`src/rtl/debug_uart_pkg.sv`:
```
// Shared constants for the debug UART arbiter: FSM encoding, grant encoding, line rate.
package debug_uart_pkg;

  localparam logic [1:0] ST_IDLE  = 2'd0;
  localparam logic [1:0] ST_SEND  = 2'd1;
  localparam logic [1:0] ST_GUARD = 2'd2;
  localparam logic [1:0] ST_WAIT  = 2'd3;

  localparam logic GRANT_CPU   = 1'b0;
  localparam logic GRANT_TRACE = 1'b1;

  localparam int unsigned DEBUG_UART_BIT_RATE = 1_000_000;

endpackage

```
`src/rtl/debug_uart_arbiter_byte_fifo.sv`:
```
// Synchronous byte FIFO with occupancy counter; the counter alone decides full/empty.
module byte_fifo #(
  parameter int unsigned DEPTH   = 4,
  parameter int unsigned LEVEL_W = 3
) (
  input  logic               clk,
  input  logic               rst_reg_n,
  input  logic               push,
  input  logic [7:0]         din,
  input  logic               pop,
  output logic [7:0]         dout,
  output logic [LEVEL_W-1:0] level,
  output logic               full,
  output logic               empty
);

  localparam int unsigned PTR_W = (DEPTH > 1) ? $clog2(DEPTH) : 1;

  logic [7:0]         mem [DEPTH];
  logic [PTR_W-1:0]   wr_ptr_q;
  logic [PTR_W-1:0]   rd_ptr_q;
  logic [LEVEL_W-1:0] count_q;
  logic               do_push;
  logic               do_pop;

  assign empty   = (count_q == '0);
  assign full    = (count_q == LEVEL_W'(DEPTH));
  assign do_pop  = pop && !empty;
  // A pop in the same cycle frees the slot, so a write while full is still accepted.
  assign do_push = push && (!full || do_pop);
  assign dout    = mem[rd_ptr_q];
  assign level   = count_q;

  always_ff @(posedge clk or negedge rst_reg_n) begin
    if (!rst_reg_n) begin
      wr_ptr_q <= '0;
      rd_ptr_q <= '0;
      count_q  <= '0;
    end else begin
      if (do_push) wr_ptr_q <= wr_ptr_q + PTR_W'(1);
      if (do_pop)  rd_ptr_q <= rd_ptr_q + PTR_W'(1);
      case ({do_push, do_pop})
        2'b10:   count_q <= count_q + LEVEL_W'(1);
        2'b01:   count_q <= count_q - LEVEL_W'(1);
        default: count_q <= count_q;
      endcase
    end
  end

  always_ff @(posedge clk) begin
    if (do_push) mem[wr_ptr_q] <= din;
  end

endmodule

```
`src/rtl/debug_uart_arbiter.sv`:
```
// Shares the debug uart_tx between buffered CPU writes and the trace source, round-robin.
module debug_uart_arbiter
  import debug_uart_pkg::*;
#(
  parameter int unsigned FIFO_DEPTH = 4,
  parameter int unsigned LEVEL_W    = 3
) (
  input  logic               clk,
  input  logic               rst_reg_n,
  input  logic               cpu_wr,
  input  logic [7:0]         cpu_data,
  input  logic               cpu_clr_ovf,
  input  logic               trace_req,
  input  logic [7:0]         trace_data,
  output logic               trace_ack,
  output logic               uart_tx_en,
  output logic [7:0]         uart_tx_data,
  input  logic               uart_tx_busy,
  output logic [LEVEL_W-1:0] fifo_level,
  output logic               fifo_full,
  output logic               ovf,
  output logic               busy
);

  logic [1:0] state_q;
  logic [1:0] state_d;
  logic       last_grant_q;
  logic [7:0] tx_data_q;
  logic       tx_en_q;
  logic       ack_q;
  logic       ovf_q;
  logic       grant_cpu;
  logic       grant_trace;
  logic       fifo_empty;
  logic [7:0] fifo_dout;

  byte_fifo #(
    .DEPTH   (FIFO_DEPTH),
    .LEVEL_W (LEVEL_W)
  ) u_fifo (
    .clk       (clk),
    .rst_reg_n (rst_reg_n),
    .push      (cpu_wr),
    .din       (cpu_data),
    .pop       (grant_cpu),
    .dout      (fifo_dout),
    .level     (fifo_level),
    .full      (fifo_full),
    .empty     (fifo_empty)
  );

  always_comb begin
    state_d     = state_q;
    grant_cpu   = 1'b0;
    grant_trace = 1'b0;
    case (state_q)
      ST_IDLE: begin
        if (!uart_tx_busy) begin
          if (!fifo_empty && (!trace_req || last_grant_q == GRANT_TRACE)) begin
            grant_cpu = 1'b1;
          end else if (trace_req) begin
            grant_trace = 1'b1;
          end
        end
        if (grant_cpu || grant_trace) state_d = ST_SEND;
      end
      ST_SEND:  state_d = ST_GUARD;
      // uart_tx raises busy a cycle late, so it is not trusted here.
      ST_GUARD: state_d = ST_WAIT;
      ST_WAIT: begin
        if (!uart_tx_busy) state_d = ST_IDLE;
      end
      default:  state_d = ST_IDLE;
    endcase
  end

  always_ff @(posedge clk or negedge rst_reg_n) begin
    if (!rst_reg_n) begin
      state_q      <= ST_IDLE;
      last_grant_q <= GRANT_TRACE;
      tx_data_q    <= 8'h00;
      tx_en_q      <= 1'b0;
      ack_q        <= 1'b0;
      ovf_q        <= 1'b0;
    end else begin
      state_q <= state_d;
      tx_en_q <= grant_cpu || grant_trace;
      ack_q   <= grant_trace;
      if (grant_cpu) begin
        tx_data_q    <= fifo_dout;
        last_grant_q <= GRANT_CPU;
      end else if (grant_trace) begin
        tx_data_q    <= trace_data;
        last_grant_q <= GRANT_TRACE;
      end
      // Set beats clear when a dropped write and a clear coincide.
      if (cpu_wr && fifo_full && !grant_cpu) begin
        ovf_q <= 1'b1;
      end else if (cpu_clr_ovf) begin
        ovf_q <= 1'b0;
      end
    end
  end

  assign uart_tx_en   = tx_en_q;
  assign trace_ack    = ack_q;
  assign uart_tx_data = tx_data_q;
  assign ovf          = ovf_q;
  assign busy         = (state_q != ST_IDLE) || !fifo_empty;

endmodule

```
`config.mk`:
```
export PLATFORM = sky130hd
export DESIGN_NAME = debug_uart_arbiter
export DESIGN_NICKNAME = d
export VERILOG_FILES = /design/src/rtl/debug_uart_pkg.sv /design/src/rtl/debug_uart_arbiter_byte_fifo.sv /design/src/rtl/debug_uart_arbiter.sv
export SDC_FILE = /design/constraint.sdc
export NUM_CORES = 1
export LEC_CHECK = 0
export ABC_AREA = 1
export BUFFER_PORTS_ARGS = -buffer_cell sky130_fd_sc_hd__buf_2
export CAP_MARGIN = 0
export CORE_ASPECT_RATIO = 0.5
export CORE_UTILIZATION = 51
export CTS_CLUSTER_SIZE = 16
export DETAILED_ROUTE_END_ITERATION = 8
export PLACE_DENSITY = 0.75
export SLEW_MARGIN = 5
export SYNTH_ARGS = -nofsm -noshare
export SYNTH_HDL_FRONTEND = slang
export SYNTH_HIERARCHICAL = 1
export SYNTH_SLANG_ARGS = --single-unit
```
`constraint.sdc`:
```
create_clock -name clk -period 2.25 [get_ports clk]
set_input_delay 0.3375 -clock clk [delete_from_list [all_inputs] [get_ports clk]]
set_output_delay 0.3375 -clock clk [all_outputs]
set_load 0.005 [all_outputs]
```
-- After elaboration in Yosys (flattened, before gate mapping)
Memory sizes are Yosys's and may differ from the RTL's.
Cells that the tools add are included.
- flip-flop bits (word level): 21
- bits in writable memories: 32
- bits of input ports: 22
- output and inout port bits: 16
- logic and storage cells: 64
- memories kept: 1
- memories (name ; depth ; bits a word ; read ports ; clocked after Yosys merged registers in ; write ports ; RTL line ; source):
    u_fifo.mem ; 4 ; 8 ; 1 ; 0 ; 1 ; debug_uart_arbiter_byte_fifo.sv:19 ; logic [7:0] mem [DEPTH];
- add/sub/neg operators: 4
- eq/ne operators: 8
- muxes and demuxes: 21
- reductions and logical operators: 21
- operators with widths (operator ; number):
    $mux 8 ; 2
    $mux 1 ; 15
    $pmux 2 s4 ; 1
    $reduce_bool 2->1 ; 4
    $eq 2x2->1 const B ; 3
    $pmux 3 s2 ; 1
    $logic_and 1x1->1 ; 5
    $logic_or 1x1->1 ; 5
    $add 2x1->2 const B ; 2
    $eq 2x1->1 const B ; 2
    $logic_not 1->1 ; 4
    $mux 2 ; 2
    $ne 2x2->1 const B ; 2
    $add 3x1->3 const B ; 1
    $eq 3x3->1 const B ; 1
    $logic_not 3->1 ; 1
    $sub 3x1->3 const B ; 1
    $logic_not 2->1 ; 1
    $reduce_and 2->1 ; 1

-- Logic depth before layout (Yosys ltp)
Gate-level depths: netlist of run 1.
- word-level depth: 12
- depth in mapped cells: 18
- mapped depth without buffers: 17

-- By module
Netlist of run 1, hierarchy kept.
- modules (own cells, without submodules) (module ; times used ; cells each ; area an instance (um^2) ; seq. area each (um^2)):
    byte_fifo ; 1 ; 148 ; 1702.9 ; 1136.1
    debug_uart_arbiter ; 1 ; 101 ; 857.1 ; 351.6

-- Least setup slack after synthesis of run 1
No wires, ideal clock.
- path kind: reg-to-reg
- start: register u_fifo.count_q[0] (netlist: u_fifo/level[0])
- end: register u_fifo.count_q[2] (netlist: u_fifo/level[2])
- library setup time: 0.117 ns
- arrival: 2.287 ns
- data required time: 2.133 ns
- path slack: -0.154 ns
- stages on the path, launching flop included: 18
- buffers on the path: 1
- clock period less this slack: 2.404 ns
- path through: dfrtp_1 nor2_2 nand2_1 inv_1 inv_2 nand4_4 buf_8 inv_2 inv_1 nand3_2 nand2_4 ha_1 inv_1 fa_1 nand2_1 nand3_1 nand2_1 nand2_1
- longest elaborated chain between the ends: 12
- elaborated cells between the ends (all ways): 18
- those cells by class: 2 x add/sub; 3 x eq/ne; 5 x mux; 8 x reduce/logical
- ends and longest elaborated chain (item ; RTL line ; source):
    start: declaration ; debug_uart_arbiter_byte_fifo.sv:22 ; logic [LEVEL_W-1:0] count_q;
    start signal: assignment ; debug_uart_arbiter_byte_fifo.sv:43 ; 2'b10: count_q <= count_q + LEVEL_W'(1);
    start signal: assignment ; debug_uart_arbiter_byte_fifo.sv:44 ; 2'b01: count_q <= count_q - LEVEL_W'(1);
    start signal: assignment ; debug_uart_arbiter_byte_fifo.sv:45 ; default: count_q <= count_q;
    $logic_not 3->1 (*) ; debug_uart_arbiter_byte_fifo.sv:26 ; assign empty = (count_q == '0);
    via fifo_empty ; debug_uart_arbiter.sv:34 ; logic fifo_empty;
    $logic_not 1->1 (*) ; debug_uart_arbiter.sv:59 ; if (!fifo_empty && (!trace_req || last_grant_q == GRANT_TRACE)) begin
    $logic_and 1x1->1 (*) ; debug_uart_arbiter.sv:59 ;
    $mux 1 (*) ; debug_uart_arbiter.sv:59 ;
    $mux 1 (*) ; debug_uart_arbiter.sv:58 ; if (!uart_tx_busy) begin
    $mux 1 (*) (2 in a row) ; debug_uart_arbiter.sv:56 ; case (state_q)
    via grant_cpu ; debug_uart_arbiter.sv:32 ; logic grant_cpu;
    $logic_and 1x1->1 (*) ; debug_uart_arbiter_byte_fifo.sv:28 ; assign do_pop = pop && !empty;
    $logic_or 1x1->1 ; debug_uart_arbiter_byte_fifo.sv:30 ; assign do_push = push && (!full || do_pop);
    $logic_and 1x1->1 ; debug_uart_arbiter_byte_fifo.sv:30 ;
    $eq 2x1->1 or $eq 2x2->1 (tied branches) ; debug_uart_arbiter_byte_fifo.sv:42 ; case ({do_push, do_pop})
    $pmux 3 s2 or $reduce_bool 2->1 (tied branches) ; n/a ;
Mark *: on every way through the listed nets, which the timed path passes. The rest lies on a longest branch. The select of a mux whose other input is x is not followed.
A chain may end at the register's enable or synchronous reset.

-- Worst setup path after layout of run 1
Ends and elaborated chain as after synthesis.

==> results of run 1 <==
-- cells in the final DEF, fill, tap and decap left out, types with 2 or more instances in the layout --
| cell | synthesis | final |
|---|---|---|
| o21ai_1 | 21 | 21 |
| inv_2 | 6 | 6 |
| edfxtp_1 | 32 | 32 |
| ha_1 | 9 | 8 |
| o21ai_0 | 5 | 5 |
| a21oi_2 | 2 | 2 |
| nand2_2 | 3 | 4 |
| buf_2 | 1 | 37 |
| nand4_1 | 9 | 9 |
| dfrtp_1 | 20 | 18 |
| inv_1 | 18 | 17 |
| nand3_2 | 10 | 10 |
| nand2_1 | 58 | 57 |
| nor2_1 | 29 | 29 |
| inv_4 | 1 | 2 |
| nand3_1 | 10 | 10 |
| clkbuf_8 | 0 | 5 |
| buf_4 | 0 | 12 |
| clkinv_4 | 0 | 2 |
| dfrtp_2 | 0 | 2 |
-- logic make-up after synthesis --
group	synth area share [%]
adders and majority gates	5.18
xor gates and xnor gates	0.342
AOI/OAI and AO/OA	5.77
buffers and inverters	7.09
DFF	58.1
and+or+nand+nor	23.5
-- stage by stage --
step / std cells / util, % / cell area, um2
2_1_floorplan: 249 / - / 2580
3_3_place_gp: 353 / 61.6 / 2830
3_5_place_dp: 353 / 61.6 / 2830
4_1_cts: 362 / 64.1 / 2940
5_1_grt: 366 / 64.9 / 2980
6_report: 366 / 64.9 / 2980
-- state kept, by name (all words and copies together), names as in the netlist --
register / flops
last_grant_q: 1
state_q: 2
trace_ack: 1
u_fifo/rd_ptr_q: 2
u_fifo/mem: 32
uart_tx_en: 1
ovf: 1
uart_tx_data: 8
u_fifo/wr_ptr_q: 2
u_fifo/level: 3
-- layout make-up --
| cell class | count | area share, % |
|---|---|---|
| Clock buffer | 5 | 2.31 |
| Timing Repair Buffer | 50 | 9.57 |
| Tap cell | 66 | 2.77 |
| Multi-Input combinational cell | 163 | 30.6 |
| Inverter | 26 | 3.61 |
| Sequential cell | 53 | 50.0 |
| Clock inverter | 3 | 1.13 |
-- worst max path at each step --
| stage | from | to | slack [ns] | cells past startpoint |
|---|---|---|---|---|
| 6_report | u_fifo/level[0]$_DFFE_PN0P_ | u_fifo/level[2]$_DFFE_PN0P_ | 0.16 | 16 |
| 5_1_grt | u_fifo/level[0]$_DFFE_PN0P_ | u_fifo/level[2]$_DFFE_PN0P_ | 0.01 | 17 |
| 4_1_cts | u_fifo/level[1]$_DFFE_PN0P_ | u_fifo/level[2]$_DFFE_PN0P_ | 0.04 | 16 |
| 3_5_place_dp | u_fifo/level[1]$_DFFE_PN0P_ | u_fifo/level[2]$_DFFE_PN0P_ | 0.06 | 16 |
| 3_3_place_gp | u_fifo/level[1]$_DFFE_PN0P_ | u_fifo/level[1]$_DFFE_PN0P_ | 0.14 | 13 |
| 2_1_floorplan | u_fifo/level[1]$_DFFE_PN0P_ | u_fifo/level[1]$_DFFE_PN0P_ | 0.006 | 14 |
-- routing by layer --
metal  vias to the layer above  track usage (%)  routed length, um
met5                         -                0                  0
met4                         0             7.62                 74
met3                         8             4.70                289
met2                        60             34.2               2190
met1                       881             25.5               2250
li1                        929                -                  -
-- timing repair --
| action | 4_1_cts | 5_1_grt |
|---|---|---|
| endpoints found under the setup margin | 0 | 2 |
| hold endpoints to repair | 13 | 0 |
| hold buffers | 1 | 0 |
| resized for setup | 0 | 3 |
| buffers inserted | 0 | 4 |
-- power breakdown --
| group | internal (mW) | leakage, nW | switching [mW] |
|---|---|---|---|
| sequential | 1.34 | 0.553 | 0.209 |
| combinational | 0.601 | 0.772 | 0.899 |
| clock | 0.232 | 0.0511 | 0.333 |
| total | 2.17 | 1.38 | 1.44 |
==> metrics.md, run 1 <==
| Metric | Value |
|---|---|
| Pre-CTS setup slack | `0.0611 ns` |
| Power Total | `3.61 mW` |
| Hold path cells | `2` |
| Port Buffers | `37` |
| DP Wirelength | `3.44 mm` |
| Sequential area share after synthesis | `58.1%` |
| Std cell rows | `17` |
| Status | `completed` |
| Slowest CP cell | `dfrtp_2` |
| CTS sink cnt | `53` |
| DR iter-0 viols | `74` |
| Critical hold path startpoint | `cpu_clr_ovf` |
| DR WL/cell | `13.1 um` |
| Vias | `1,878` |
| Max incr delay on CP | `0.46 ns` |
| RR Startpoint | `u_fifo/level[0]$_DFFE_PN0P_` |
| Post-route ant nets | `0` |
| Worst Skew | `0.0130 ns` |
| Starting density of the core | `55.7%` |
| Pins Over Slew Limit | `0` |
| FF-to-FF setup slack | `0.16 ns` |
| Top cell type by total area after synthesis | `edfxtp_1` |
| DRC viols | `0` |
| Yosys top cell area share | `37.5%` |
| Max Cap Violations | `0` |
| N_diodes | `0` |
| Post-Syn Instances | `249` |
| GRT Total Usage | `20.2%` |
| Yosys warns | `6` |
| Worst r2r path cells | `16` |
| Post-Syn Area | `2560 um2` |
| Primary FF master, synth | `edfxtp_1` |
| FF-to-FF End | `u_fifo/level[2]$_DFFE_PN0P_` |
| Worst hold path class | `input port to flip-flop` |
| Die span in x | `102 um` |
| Final Routed Wirelength | `4.80 mm` |
| GP Congestion | `0.844` |
| Unrepaired setup endpoints after global routing | `no` |
| Peak supply drop | `0.442 mV` |
| Die ar. | `5320 um2` |
| Pwr Density | `1210 nW/um2` |
| Clock transition at path regs | `0.10 ns` |
| Clk Latency, worst-skew pair | `0.32 ns` |
| Worst endpoint required time | `2.47 ns` |
| FMAX | `478 MHz` |
| Syn_area_per_cell | `10.3 um2` |
| Fin. Hold Viols | `0` |
| Largest net degree at the start of global routing | `22` |
| Clock tree from TritonCTS | `yes` |
| Yosys reg bits | `53` |
| Yosys cell types | `27` |
| Most common cell in the netlist | `nand2_1` |
| Fraction of layout cells with a size suffix above 1 | `30.3%` |
| Worst path top cell family by delay | `simple AND/OR/NAND/NOR gates` |
| Number of global-route vias before repair | `1,727` |
| CTS Buf Count | `5` |
| Startpoint Class | `flip-flop` |
| Synth Net Count | `281` |
| Final WS setup | `0.159 ns` |
| Post-synth top cells | `nand2_1 (58), edfxtp_1 (32), nor2_1 (29)` |
| Leading cell types by total area after synthesis | `edfxtp_1 (38%), dfrtp_1 (20%), nand2_1 (8.5%), ha_1 (4.4%), nor2_1 (4.3%)` |
| Leak pwr | `1.38 nW` |
| Kind of end point of the critical path | `flip-flop` |
| Global-route wire length before repair | `7.68 mm` |
| Worst Path Arrival | `2.31 ns` |
| CP Max Fanout | `5` |
| Initial antenna violation count | `0` |
| Async SR Flop Fraction | `39.6%` |
| GRT Residual Overflow | `0` |
| IO Pins | `38` |
| Rel. slew slack | `55.9%` |
| Worst path bufs/invs | `5` |
| Footprint of the multi-input gates | `913 um2` |
| CP cell instances | `nor2_4, nand2_2, inv_2, inv_2, nand4_4, inv_4, inv_1, nand3_2, nand2_4, ha_4, inv_1, fa_2, nand2_1, nand3_1, nand2_1, nand2_1` |
| H-tree depth | `2` |
| Synth-to-Final Area Change | `16.5%` |
| Most frequent CP cell | `nand2_1` |
| Crit Path Class | `flip-flop to flip-flop` |
| Number of synthesized flops with an enable pin | `32` |
| Fin nets | `331` |
| Hold Path End | `ovf$_DFFE_PN0P_` |
| Root Buffer | `clkbuf_8` |
| Core area | `4590 um2` |
| Vias per Instance | `5.13` |
| Layout fillers | `375` |
| Final period util | `92.9%` |
| Tightest Pin Transition | `0.662 ns` |
| Clk buf depth | `2` |
| Post-route setup TNS | `0 ns` |
| Initial DRT Pass Iterations | `4` |
| Final setup vio count | `0` |
| Die Y | `52.1 um` |
| Minimum hold slack | `0.178 ns` |
| Area occupied by registers | `1490 um2` |
| Min Tclk post-route | `2.09 ns` |
(Power assumes the default switching activity.)
==> run 2, diff against run 1 <==
PLACE_DENSITY = default   (was 0.75)
PLACE_DENSITY_LB_ADDON = 0.12   (was default)
==> metrics.md, run 2 (synthesis gave the netlist of run 1 again) <==
| Metric | Value |
|---|---|
| Max Cap Violations | `0 (unchanged)` |
| Final setup vio count | `0 (unchanged)` |
| Crit Path Class | `flip-flop to flip-flop` |
| DR WL/cell | `13.5 um (+2.7%)` |
| Clk Latency, worst-skew pair | `0.30 ns (-0.02 ns)` |
| Largest register FFs | `32 (unchanged)` |
| Std cell rows | `17 (unchanged)` |
| Max incr delay on CP | `0.44 ns (-0.02 ns)` |
| Peak supply drop | `0.524 mV (+18%)` |
| Vias per Instance | `4.93 (-3.9%)` |
| Fin. Hold Viols | `0 (unchanged)` |
| Worst hold path class | `input port to flip-flop` |
| Clock transition at path regs | `0.09 ns (about the same)` |
| Worst path bufs/invs | `5 (unchanged)` |
| Startpoint Class | `flip-flop` |
| Vias | `1,799 (-4.2%)` |
| DP Wirelength | `3.57 mm (+3.8%)` |
| Post-route ant nets | `0 (unchanged)` |
| Worst Path Arrival | `2.30 ns (about the same)` |
| H-tree depth | `2 (unchanged)` |
| FMAX | `478 MHz (about the same)` |
| Pins Over Slew Limit | `0 (unchanged)` |
| Worst path top cell family by delay | `simple AND/OR/NAND/NOR gates` |
| CTS sink cnt | `53 (unchanged)` |
| N_diodes | `0 (unchanged)` |
| Starting density of the core | `55.7% (unchanged)` |
| Clk buf depth | `2 (unchanged)` |
| Placed Cells | `353 (unchanged)` |
| Port Buffers | `37 (unchanged)` |
| Initial antenna violation count | `0 (unchanged)` |
| Initial DRT Pass Iterations | `4 (unchanged)` |
| Biggest register | `u_fifo/mem` |
| Pwr Density | `1220 nW/um2 (+0.31%)` |
| Worst Skew | `0.00413 ns (-0.00882 ns)` |
| Core area | `4590 um2 (unchanged)` |
| Worst endpoint required time | `2.45 ns (-0.02 ns)` |
| DP Area | `2830 um2 (unchanged)` |
| Tightest Pin Transition | `0.467 ns (-0.194 ns)` |
| Number of global-route vias before repair | `1,667 (-3.5%)` |
| Commonest non-fill, non-tap cell in the layout | `nand2_1` |
| Final Routed Wirelength | `4.91 mm (+2.5%)` |
| Clock tree from TritonCTS | `yes` |
| Slowest CP cell | `dfrtp_2` |
| DR iter-0 viols | `90 (+22%)` |
| Final WS setup | `0.157 ns (-0.00183 ns)` |
| Die ar. | `5320 um2 (unchanged)` |
| GRT Residual Overflow | `0 (unchanged)` |
| Largest net degree at the start of global routing | `22 (unchanged)` |
| Global-route wire length before repair | `7.88 mm (+2.6%)` |
| Non-filler cells, final | `365 (-0.27%)` |
| Leak pwr | `1.37 nW (-0.67%)` |
| Root Buffer | `clkbuf_8` |
| Post-route setup TNS | `0 ns (unchanged)` |
| Kind of end point of the critical path | `flip-flop` |
| Layout fillers | `374 (-0.27%)` |
| Unrepaired setup endpoints after global routing | `no` |
| Final period util | `93.0% (about the same)` |
| Min Tclk post-route | `2.09 ns (+0.00183 ns)` |
| IO Pins | `38 (unchanged)` |
| Fraction of layout cells with a size suffix above 1 | `30.1% (-0.23 points)` |
| Die Y | `52.1 um (unchanged)` |
| CP cell instances | `nor2_4, nand2_2, inv_2, inv_2, nand4_4, inv_4, inv_1, nand3_4, nand2_4, ha_4, inv_1, fa_2, nand2_1, nand3_1, nand2_1, nand2_1` |
| Die span in x | `102 um (unchanged)` |
| Pre-CTS setup slack | `0.0387 ns (-0.0224 ns)` |
| GP Congestion | `0.771 (-8.6%)` |
| Status | `completed` |
| CTS Buf Count | `5 (unchanged)` |
| Design Area, Final | `2970 um2 (-0.42%)` |
| Synth-to-Final Area Change | `16.0%` |
| Fin nets | `330 (-0.30%)` |
| Most frequent CP cell | `nand2_1` |
| DRC viols | `0 (unchanged)` |
| GRT Total Usage | `20.8% (+0.63 points)` |
| Most frequent cells in the layout | `nand2_1 (57), buf_2 (37), edfxtp_1 (32)` |
| Rel. slew slack | `68.9% (+13 points)` |
| CP Max Fanout | `5 (unchanged)` |
-- run 2: metrics by stage --
step           util [%]  hold slack, ns  power (mW)
3_3_place_gp       61.6           0.311        2.97
2_1_floorplan         -          0.0419        2.60
5_1_grt            64.6           0.195        3.91
4_1_cts            63.8           0.189        3.57
3_5_place_dp       61.6           0.319        3.03
6_report           64.6           0.195        3.61
-- run 2: worst paths after layout --
kind | slack, ns | startpoint | to | cells past startpoint
max | 0.16 | u_fifo/level[0]$_DFFE_PN0P_ | u_fifo/level[2]$_DFFE_PN0P_ | 16
min | 0.19 | cpu_clr_ovf | ovf$_DFFE_PN0P_ | 2
max reg2reg | 0.16 | u_fifo/level[0]$_DFFE_PN0P_ | u_fifo/level[2]$_DFFE_PN0P_ | 16
min reg2reg | 0.50 | last_grant_q$_DFFE_PN1P_ | last_grant_q$_DFFE_PN1P_ | 2
max in group asynchronous | 1.39 | rst_reg_n | last_grant_q$_DFFE_PN1P_ | 2
min in group asynchronous | 0.51 | rst_reg_n | uart_tx_data[7]$_DFFE_PN0P_ | 2
-- run 2: area by class of cell --
| class | count | area, um2 | share of cell area (%) |
|---|---|---|---|
| flip-flops and latches | 53 | 1490 | 50.2 |
| multi-input cells | 163 | 921 | 31.0 |
| repair buffers | 49 | 278 | 9.36 |
| inverters | 26 | 108 | 3.62 |
| well taps | 66 | 82.6 | 2.78 |
| clock buffers | 5 | 68.8 | 2.32 |
| clock inverters | 3 | 21.3 | 0.716 |
-- run 2: power by group --
group	internal [mW]	switching, mW
Clock	0.222	0.317
Sequential	1.34	0.165
Combinational	0.607	0.960
-- run 2: per-layer routing --
metal / global-route usage, % / wire (um)
met4: 6.43 / 48
met5: 0 / 0
met1: 28.2 / 2430
met2: 32.6 / 2160
met3: 5.91 / 274
-- run 2: timing repair --
action	CTS	global route
gates resized for setup	0	6
hold buffers	1	0
hold endpoints to repair	20	0
setup buffers	0	3
setup endpoints to repair	0	2
==> run 3, diff against run 2 <==
CELL_PAD_IN_SITES_DETAIL_PLACEMENT = 1   (was default)
CELL_PAD_IN_SITES_GLOBAL_PLACEMENT = 2   (was default)
CORE_UTILIZATION = 32   (was 51)
==> metrics.md, run 3 (synthesis gave the netlist of run 1 again) <==
| Metric | Value |
|---|---|
| Clk Latency, worst-skew pair | `0.29 ns (about the same)` |
| Die ar. | `8380 um2 (+57%)` |
| Area occupied by registers | `1490 um2 (-0.17%)` |
| Startpoint Class | `flip-flop` |
| Global-route wire length before repair | `9.96 mm (+26%)` |
| Starting density of the core | `33.9% (-22 points)` |
| Footprint of the multi-input gates | `936 um2 (+1.6%)` |
| Most frequent cells in the layout | `nand2_1 (56), buf_2 (37), edfxtp_1 (32)` |
| GP Congestion | `0.693 (-10%)` |
| GRT Residual Overflow | `0 (unchanged)` |
| Clock transition at path regs | `0.07 ns (-0.02 ns)` |
| Port Buffers | `37 (unchanged)` |
| Non-filler cells, final | `410 (+12%)` |
| Largest net degree at the start of global routing | `22 (unchanged)` |
| Kind of end point of the critical path | `flip-flop` |
| Worst endpoint required time | `2.44 ns (about the same)` |
| Final Routed Wirelength | `5.96 mm (+21%)` |
| Placed Cells | `399 (+13%)` |
| Worst Skew | `0.00460 ns (+0.000469 ns)` |
| DP Wirelength | `4.57 mm (+28%)` |
| Min Tclk post-route | `2.10 ns (+0.00593 ns)` |
| Leak pwr | `1.42 nW (+3.7%)` |
| Biggest register | `u_fifo/mem` |
| Synth-to-Final Area Change | `22.1%` |
| Fraction of layout cells with a size suffix above 1 | `31.1% (+1.0 points)` |
| Status | `completed` |
| DR iter-0 viols | `57 (-37%)` |
| Fin. Hold Viols | `0 (unchanged)` |
| CP Max Fanout | `5 (unchanged)` |
| DP Area | `2910 um2 (+2.9%)` |
| Final setup vio count | `0 (unchanged)` |
| Minimum hold slack | `0.0152 ns (-0.180 ns)` |
| Rel. slew slack | `59.7% (-9.2 points)` |
| Die span in x | `128 um (+26%)` |
| DR WL/cell | `14.5 um (+8.1%)` |
| Std cell rows | `22 (+5)` |
| Fin nets | `333 (+0.91%)` |
| Initial DRT Pass Iterations | `4 (unchanged)` |
| Root Buffer | `clkbuf_16` |
| Vias | `1,868 (+3.8%)` |
| Layout fillers | `860 (+130%)` |
| Vias per Instance | `4.56 (-7.6%)` |
| Crit Path Class | `flip-flop to flip-flop` |
| Number of global-route vias before repair | `1,975 (+18%)` |
| Clk buf depth | `2 (unchanged)` |
| CTS sink cnt | `53 (unchanged)` |
| H-tree depth | `2 (unchanged)` |
| Commonest non-fill, non-tap cell in the layout | `nand2_1` |
| Clock tree from TritonCTS | `yes` |
| Final period util | `93.3% (+0.26 points)` |
| GRT Total Usage | `16.3% (-4.5 points)` |
| Pwr Density | `1280 nW/um2 (+5.7%)` |
| CTS Buf Count | `5 (unchanged)` |
| Worst Path Arrival | `2.29 ns (about the same)` |
| Peak supply drop | `0.377 mV (-28%)` |
| IO Pins | `38 (unchanged)` |
| Hold Buf Count CTS | `0 (-1)` |
| Post-route ant nets | `0 (unchanged)` |
| FMAX | `476 MHz (-0.28%)` |
| Die Y | `65.2 um (+25%)` |
| Max Cap Violations | `0 (unchanged)` |
| N_diodes | `0 (unchanged)` |
| DRC viols | `0 (unchanged)` |
| Tightest Pin Transition | `0.605 ns (+0.138 ns)` |
| Design Area, Final | `3130 um2 (+5.3%)` |
| Worst hold path class | `input port to asynchronous set/reset pin` |
| Initial antenna violation count | `0 (unchanged)` |
| Core area | `7540 um2 (+64%)` |
| Largest register FFs | `32 (unchanged)` |
| Pins Over Slew Limit | `0 (unchanged)` |
==> run 3: path summary, 6_finish.rpt <==
path	from	end	slack, ns	cells past startpoint
min reg2reg	last_grant_q$_DFFE_PN1P_	last_grant_q$_DFFE_PN1P_	0.50	2
min	rst_reg_n	trace_ack$_DFF_PN0_	0.02	1
max reg2reg	u_fifo/level[0]$_DFFE_PN0P_	u_fifo/level[2]$_DFFE_PN0P_	0.15	16
max	u_fifo/level[0]$_DFFE_PN0P_	u_fifo/level[2]$_DFFE_PN0P_	0.15	16
max in group asynchronous	rst_reg_n	last_grant_q$_DFFE_PN1P_	1.87	1
min in group clk	cpu_clr_ovf	ovf$_DFFE_PN0P_	0.21	2
==> run 3: area by class of cell <==
cell class,count,area share [%]
clock buffers,6,4.12
clock inverters,2,1.08
inverters,26,3.44
multi-input cells,163,29.9
flip-flops and latches,53,47.6
well taps,108,4.32
repair buffers,52,9.52
==> run 3: report_power, final <==
group	switching, mW	total [mW]	internal, mW
registers	0.187	1.52	1.34
logic	0.980	1.63	0.653
clock network	0.337	0.859	0.522
total	1.50	4.02	2.51
==> run 3: metal layers <==
layer / track usage [%] / vias to the layer above / share of wire [%]
met5: 0 / - / 0
met2: 26.8 / 37 / 45
met1: 21.1 / 893 / 49
met4: 5.29 / 0 / 1.2
met3: 4.15 / 7 / 4.9
li1: - / 931 / -
==> run 3: worst max-delay path: stages, from the launching register on <==
cell     delay, ns
dfrtp_1       0.41
nor2_4        0.15
nand2_2       0.10
inv_2         0.09
inv_2         0.06
nand4_4       0.07
inv_4         0.06
inv_2         0.06
nand3_4       0.10
nand2_4       0.09
ha_4          0.13
inv_2         0.04
fa_2          0.36
nand2_2       0.08
nand3_1       0.08
nand2_1       0.07
nand2_1       0.05
==> run 3: repair_timing <==
action                                  in CTS  in global routing
resized for setup                            0                  8
endpoints found under the setup margin       0                  2
buffers inserted                             0                  3
==> run 3: per-stage QoR <==
step / TNS [ns] / setup WS (ns) / total power [mW] / utilization [%]
after floorplan: 0 / 0.00561 / 2.60 / -
final: 0 / 0.151 / 4.02 / 41.5
after CTS: 0 / 0.0381 / 4.01 / 40.8
after detailed placement: 0 / 0.0516 / 3.13 / 38.6
after global placement: 0 / 0.138 / 3.06 / 38.6
after global routing: -0.00582 / -0.00582 / 4.36 / 41.5
